File: src/rtl/onehot_step_sequencer_if.sv
// Handshake and step-output bundle between the multdiv control FSM and the step sequencer.
// Latency: none; this is wiring only.
// Backpressure: stall, driven by the master, holds the slave on its current step.
// Optional: `STEP_DESCEND_EN adds the descend request bit.
// Ports: master drives start/last_idx/stall/abort(/descend) and observes the step outputs;
//        slave (the sequencer) is the mirror image.
interface onehot_step_sequencer_if #(
    parameter int SEL_W = 5
);
    localparam int OUT_W = 2**SEL_W;

    logic             start;
    logic [SEL_W-1:0] last_idx;
    logic             stall;
    logic             abort;
`ifdef STEP_DESCEND_EN
    logic             descend;
`endif
    logic [OUT_W-1:0] step_onehot;
    logic [SEL_W-1:0] step_idx;
    logic             first;
    logic             last;
    logic             busy;
    logic             done;

`ifdef STEP_DESCEND_EN
    modport master (
        output start, last_idx, stall, abort, descend,
        input  step_onehot, step_idx, first, last, busy, done
    );
    modport slave (
        input  start, last_idx, stall, abort, descend,
        output step_onehot, step_idx, first, last, busy, done
    );
`else
    modport master (
        output start, last_idx, stall, abort,
        input  step_onehot, step_idx, first, last, busy, done
    );
    modport slave (
        input  start, last_idx, stall, abort,
        output step_onehot, step_idx, first, last, busy, done
    );
`endif
endinterface

File: src/rtl/onehot_step_sequencer.sv
// Registered step generator: walks a SEL_W-bit index to a latched last step and one-hot decodes it.
// Latency: start accepted at edge t -> step k visible after edge t+k; done pulses after edge t+last+1.
// Backpressure: stall holds the current step (and delays done); abort returns to IDLE with no done.
// Optional: `STEP_DESCEND_EN adds bus.descend; when set at start the index runs from last down to 0.
// Ports: clock (rising edge), reset (synchronous, active-high),
//        bus (slave modport): start/last_idx/stall/abort(/descend) in,
//        step_onehot/step_idx/first/last/busy/done out.
module onehot_step_sequencer #(
    parameter int SEL_W = 5
) (
    input  logic                     clock,
    input  logic                     reset,
    onehot_step_sequencer_if.slave   bus
);
    localparam int OUT_W = 2**SEL_W;

    typedef enum logic {
        IDLE = 1'b0,
        RUN  = 1'b1
    } state_t;

    localparam logic [SEL_W-1:0] STEP_ONE = {{(SEL_W-1){1'b0}}, 1'b1};

    state_t           r_state;
    state_t           w_state_nxt;
    logic [SEL_W-1:0] r_step;
    logic [SEL_W-1:0] r_last;
    logic             r_done;

    logic [SEL_W-1:0] w_begin_idx;  // index of the first step of the running sequence
    logic [SEL_W-1:0] w_end_idx;    // index of the final step of the running sequence
    logic [SEL_W-1:0] w_step_nxt;   // index of the following step
    logic             w_at_end;
    logic             w_accept;

`ifdef STEP_DESCEND_EN
    logic r_desc;

    always_comb begin
        w_begin_idx = r_desc ? r_last : '0;
        w_end_idx   = r_desc ? '0 : r_last;
        w_step_nxt  = r_desc ? (r_step - STEP_ONE) : (r_step + STEP_ONE);
    end
`else
    always_comb begin
        w_begin_idx = '0;
        w_end_idx   = r_last;
        w_step_nxt  = r_step + STEP_ONE;
    end
`endif

    assign w_at_end = (r_step == w_end_idx);
    assign w_accept = (r_state == IDLE) && bus.start;

    // State register.
    always_ff @(posedge clock) begin
        if (reset) begin
            r_state <= IDLE;
        end else begin
            r_state <= w_state_nxt;
        end
    end

    // Next-state logic; abort outranks stall and the normal advance.
    always_comb begin
        w_state_nxt = r_state;
        case (r_state)
            IDLE: begin
                if (bus.start) begin
                    w_state_nxt = RUN;
                end
            end
            RUN: begin
                if (bus.abort) begin
                    w_state_nxt = IDLE;
                end else if (!bus.stall && w_at_end) begin
                    w_state_nxt = IDLE;
                end
            end
            default: w_state_nxt = IDLE;
        endcase
    end

    // Step counter, latched bound and done pulse.
    always_ff @(posedge clock) begin
        if (reset) begin
            r_step <= '0;
            r_last <= '0;
            r_done <= 1'b0;
        end else begin
            r_done <= 1'b0;
            if (w_accept) begin
                r_last <= bus.last_idx;
`ifdef STEP_DESCEND_EN
                r_step <= bus.descend ? bus.last_idx : '0;
`else
                r_step <= '0;
`endif
            end else if (r_state == RUN) begin
                if (bus.abort) begin
                    r_step <= '0;
                end else if (!bus.stall) begin
                    if (w_at_end) begin
                        r_step <= '0;
                        r_done <= 1'b1;
                    end else begin
                        r_step <= w_step_nxt;
                    end
                end
            end
        end
    end

`ifdef STEP_DESCEND_EN
    always_ff @(posedge clock) begin
        if (reset) begin
            r_desc <= 1'b0;
        end else if (w_accept) begin
            r_desc <= bus.descend;
        end
    end
`endif

    // Outputs come from registers only, so nothing combinational reaches them from the inputs.
    always_comb begin
        bus.step_onehot = '0;
        bus.busy        = (r_state == RUN);
        bus.step_idx    = r_step;
        bus.done        = r_done;
        bus.first       = 1'b0;
        bus.last        = 1'b0;
        if (r_state == RUN) begin
            bus.step_onehot[r_step] = 1'b1;
            bus.first               = (r_step == w_begin_idx);
            bus.last                = w_at_end;
        end
    end

    // OUT_W exists to document the decode width; reference it so width intent stays checked.
    if (OUT_W != (1 << SEL_W)) begin : g_bad_width
        $error("OUT_W must equal 2**SEL_W");
    end

endmodule

File: src/flat_wrapper.sv
// flat-port wrapper written by rule: the top's interface ports become plain ports
module onehot_step_sequencer_flat 
#(
    parameter int SEL_W = 5
)
  (clock, reset, bus_start, bus_last_idx, bus_stall, bus_abort, bus_step_onehot, bus_step_idx, bus_first, bus_last, bus_busy, bus_done);
  onehot_step_sequencer_if #(.SEL_W(SEL_W)) bus_i ();
  input  logic clock;
  input  logic reset;
  input wire logic [$bits(bus_i.start)-1:0] bus_start;
  input wire logic [$bits(bus_i.last_idx)-1:0] bus_last_idx;
  input wire logic [$bits(bus_i.stall)-1:0] bus_stall;
  input wire logic [$bits(bus_i.abort)-1:0] bus_abort;
  output wire logic [$bits(bus_i.step_onehot)-1:0] bus_step_onehot;
  output wire logic [$bits(bus_i.step_idx)-1:0] bus_step_idx;
  output wire logic [$bits(bus_i.first)-1:0] bus_first;
  output wire logic [$bits(bus_i.last)-1:0] bus_last;
  output wire logic [$bits(bus_i.busy)-1:0] bus_busy;
  output wire logic [$bits(bus_i.done)-1:0] bus_done;
  assign bus_i.start = bus_start;
  assign bus_i.last_idx = bus_last_idx;
  assign bus_i.stall = bus_stall;
  assign bus_i.abort = bus_abort;
  assign bus_step_onehot = bus_i.step_onehot;
  assign bus_step_idx = bus_i.step_idx;
  assign bus_first = bus_i.first;
  assign bus_last = bus_i.last;
  assign bus_busy = bus_i.busy;
  assign bus_done = bus_i.done;
  onehot_step_sequencer #(.SEL_W(SEL_W)) u_core (.clock(clock), .reset(reset), .bus(bus_i));
endmodule
File: config.mk
export PLATFORM = sky130hd
export DESIGN_NAME = onehot_step_sequencer_flat
export DESIGN_NICKNAME = d
export VERILOG_FILES = /design/src/rtl/onehot_step_sequencer_if.sv /design/src/rtl/onehot_step_sequencer.sv /design/src/flat_wrapper.sv
export SDC_FILE = /design/constraint.sdc
export NUM_CORES = 1
export LEC_CHECK = 0
export ABC_AREA = 1
export BUFFER_PORTS_ARGS = -buffer_cell sky130_fd_sc_hd__buf_2
export CAP_MARGIN = 20
export CORE_ASPECT_RATIO = 1.25
export CORE_UTILIZATION = 40
export CTS_BUF_LIST = sky130_fd_sc_hd__clkbuf_4
export DETAILED_ROUTE_END_ITERATION = 8
export GPL_ROUTABILITY_DRIVEN = 0
export PLACE_DENSITY = 0.8
export SKIP_CTS_REPAIR_TIMING = 1
export SYNTH_ARGS = -nofsm -noshare
export SYNTH_HDL_FRONTEND = slang
export SYNTH_SLANG_ARGS = --single-unit
export TNS_END_PERCENT = 50
File: constraint.sdc
create_clock -name clock -period 1.2 [get_ports clock]
set_clock_uncertainty 0.15 [all_clocks]
set_input_delay 0.24 -clock clock [delete_from_list [all_inputs] [get_ports clock]]
set_output_delay 0.24 -clock clock [all_outputs]
set_load 0.01 [all_outputs]
==> impl_metrics.py <==
metrics = {
    "outcome": {
        "status": "complete, but fails checks",
        "failed_checks": "DRC, setup timing",
    },
    "timing": {
        "worst_slew_pin_slew_ns": 0.262,
        "period_share_pct": 148,
        "finalSetupViolations": 46,
        "fmax_mhz": 564,
        "layout_setup_ws_ns": -0.572,
        "fin_crit_ns": 1.77,
        "setup_tns_ns": -19.27,
        "slew_viol_final": 0,
        "hold_viol": 0,
        "fin_hold_ws_ns": 0.0654,
        "grt_setup_unrepaired": "yes",
        "maxSlewHeadroom_pct": 82.5,
    },
    "synth": {
        "synth_area_leaders": "dfxtp_1 (28%), nor2_1 (17%), nand2_1 (10%), nand3_1 (7.5%), ha_1 (5.8%)",
        "synthTopCellsByCount": "nor2_1 (40), nand2_1 (24), nand3_1 (13)",
        "async_flop_share_pct": 0,
        "synth_compound_area_share_pct": 12.3,
        "synth-edff-count": 0,
        "synth_cell_types": 24,
        "seq_area_frac_synth_pct": 27.8,
        "synth_area_sq_um": 863,
        "ys_ff_latch": 12,
        "yosysTopAreaCell": "dfxtp_1",
        "synth_ff_type": "dfxtp_1",
        "avgSynthCellArea_sq_um": 6.26,
        "synth_nets": 152,
        "synth-simple-area-share_pct": 43.8,
        "synthCells": 138,
        "yosysWarnings": 0,
        "yosysMostFrequentCell": "nor2_1",
        "yosys.area.top_type_share_pct": 27.8,
        "synth-xor-area-share_pct": 2.03,
        "synthMuxAreaShare_pct": 0,
        "synth_fa_ha_area_share_pct": 5.80,
        "synth_top_family_by_area": "simple AND/OR/NAND/NOR gates",
    },
    "critical_path": {
        "cp_max_fo": 8,
        "crit_type": "reg2out",
        "worst-path-buf-inv": 2,
        "slowest_delay_ns": 0.38,
        "crit_path_end_kind": "output pin",
        "critPathTopFamily": "flip-flops",
        "ff2ff_path_depth": 7,
        "slowest_stage": "dfxtp_4",
        "critPathRequiredTime_ns": 0.81,
        "cp.arrival_ns": 1.38,
        "cp.depth": 5,
        "path_cells": "inv_2, ha_2, nand2_4, nor2_1, buf_2",
        "critPathLaunchType": "register",
    },
    "layout": {
        "utilization_pct": 93.4,
        "drive_above_1_share_pct": 73.3,
        "diodes": 0,
        "fin_nets": 237,
        "syn_to_final_growth_pct": 117,
    },
    "global_route": {
        "grt_util_all_layers_pct": 23.3,
        "first_global_vias": 1010,
        "grt_start_max_net_pins": 10,
        "gr-total-overflow": 0,
        "grt_pass1_wl_um": 4100,
        "antenna_found_initial": 0,
    },
    "power": {
        "p_per_area_mw_per_mm2": 526,
        "p_leak_nw": 0.816,
        "irDropWorstVdd_mv": 0.854,
    },
    "floorplan": {
        "die_x_um": 43.6,
        "io_pins": 51,
        "initial_core_util_pct": 43.1,
        "core_sq_mm": 0.00200,
        "die_h_um": 53.9,
        "die-area_sq_mm": 0.00235,
        "rows": 18,
    },
    "routing": {
        "vias": 1356,
        "drc": 12,
        "dr.pass1.iters": 6,
        "ant_nets": 0,
        "drt_first_iter_violations": 77,
        "wl_um": 4200,
        "avgRoutedWirePerCell_um": 17.4,
        "avgViaCountPerCell": 5.63,
    },
    "clock_tree": {
        "numCtsBuffers": 3,
        "ctsHtreeMaxLevel": 1,
        "clk_latency_ns": 0.28,
        "cts_buffer_depth": 2,
        "cts_tree": "done",
        "clkTransAtPathRegs_ns": 0.07,
        "cts_root_buffer": "clkbuf_4",
        "clkSinkCount": 12,
    },
    "worst_hold_path": {
        "hold_class": "in2reg",
        "worstHoldPathCells": 3,
    },
    "flow_run": {
        "cap_viol_max_count": 0,
    },
    "placement": {
        "portBuffers": 50,
        "place_hpwl_um": 2170,
    },
}
-- sequential cells by signal (all words and copies together), names as in the netlist --
name / count
u_core.bus.busy: 1
u_core.bus.done: 1
u_core.bus.step_idx: 5
u_core.r_last: 5
-- worst paths after layout --
path,end,startpoint,slack [ns]
max,bus_step_onehot[9],u_core.bus.step_idx[1],-0.57
max reg2reg,u_core.bus.step_idx[4],u_core.bus.step_idx[0],-0.47
min reg2reg,u_core.r_last[1],u_core.r_last[1],0.35
min,u_core.r_last[1],bus_last_idx[1],0.07
-- per-stage QoR --
stage / cell area (sq um) / std cells / worst slack (ns) / power, W
after floorplan: 1090 / 138 / -0.134 / 0.000570
after global placement: 1570 / 235 / -0.213 / 0.000669
after detailed placement: 1570 / 235 / -0.246 / 0.000675
after CTS: 1590 / 238 / -0.557 / 0.000917
after global routing: 1870 / 241 / -0.616 / 0.00103
final: 1870 / 241 / -0.572 / 0.000986
-- power breakdown --
group / internal (W) / switching, W / leakage, nW / total (W)
registers: 0.000404 / 0.0000294 / 0.103 / 0.000434
logic: 0.000139 / 0.000165 / 0.699 / 0.000304
clock network: 0.000116 / 0.000132 / 0.0138 / 0.000248
total: 0.000659 / 0.000326 / 0.816 / 0.000986
-- layout make-up --
cell class	count	area, sq um
well taps	20	25.0
multi-input cells	108	881
inverters	17	86.3
fillers	68	131
repair buffers	81	593
flip-flops and latches	12	265
clock buffers	3	22.5
-- metal layers --
| layer | vias to the layer above | GRT usage (%) | routed length, um |
|---|---|---|---|
| met5 | - | 0 | 0 |
| met4 | 0 | 7.29 | 312 |
| met3 | 41 | 3.36 | 357 |
| met2 | 110 | 46.3 | 2040 |
| met1 | 597 | 24.8 | 1490 |
| li1 | 608 | - | - |
-- worst reg2reg max path, cell delays in order (launching register included) --
cell     delay (ns)
dfxtp_4        0.43
ha_4           0.19
buf_4          0.12
buf_4          0.11
nand3_1        0.11
o21ai_1        0.22
nand3_1        0.12
a21oi_1        0.16
-- cell families (layout without fill, tap and decap cells) --
family	count (synthesis)	in the layout
buffers and inverters	18	101
AO/OA/AOI/OAI	16	16
XOR/XNOR	2	2
AND/OR/NAND/NOR	86	86
adder cells (fa/ha/maj)	4	4
flip-flops	12	12
-- placed cells by master, fill, tap and decap left out, types with 7 or more instances in the layout --
cell type / synthesis / layout
a21oi_1: 7 / 7
buf_2: 0 / 33
buf_4: 1 / 30
buf_6: 0 / 18
nand2_1: 24 / 13
nand2_2: 1 / 8
nand3_1: 13 / 7
nor2_1: 40 / 14
nor2_2: 2 / 8
nor2_4: 1 / 21
Note: power is estimated with default switching activity, not from simulation.
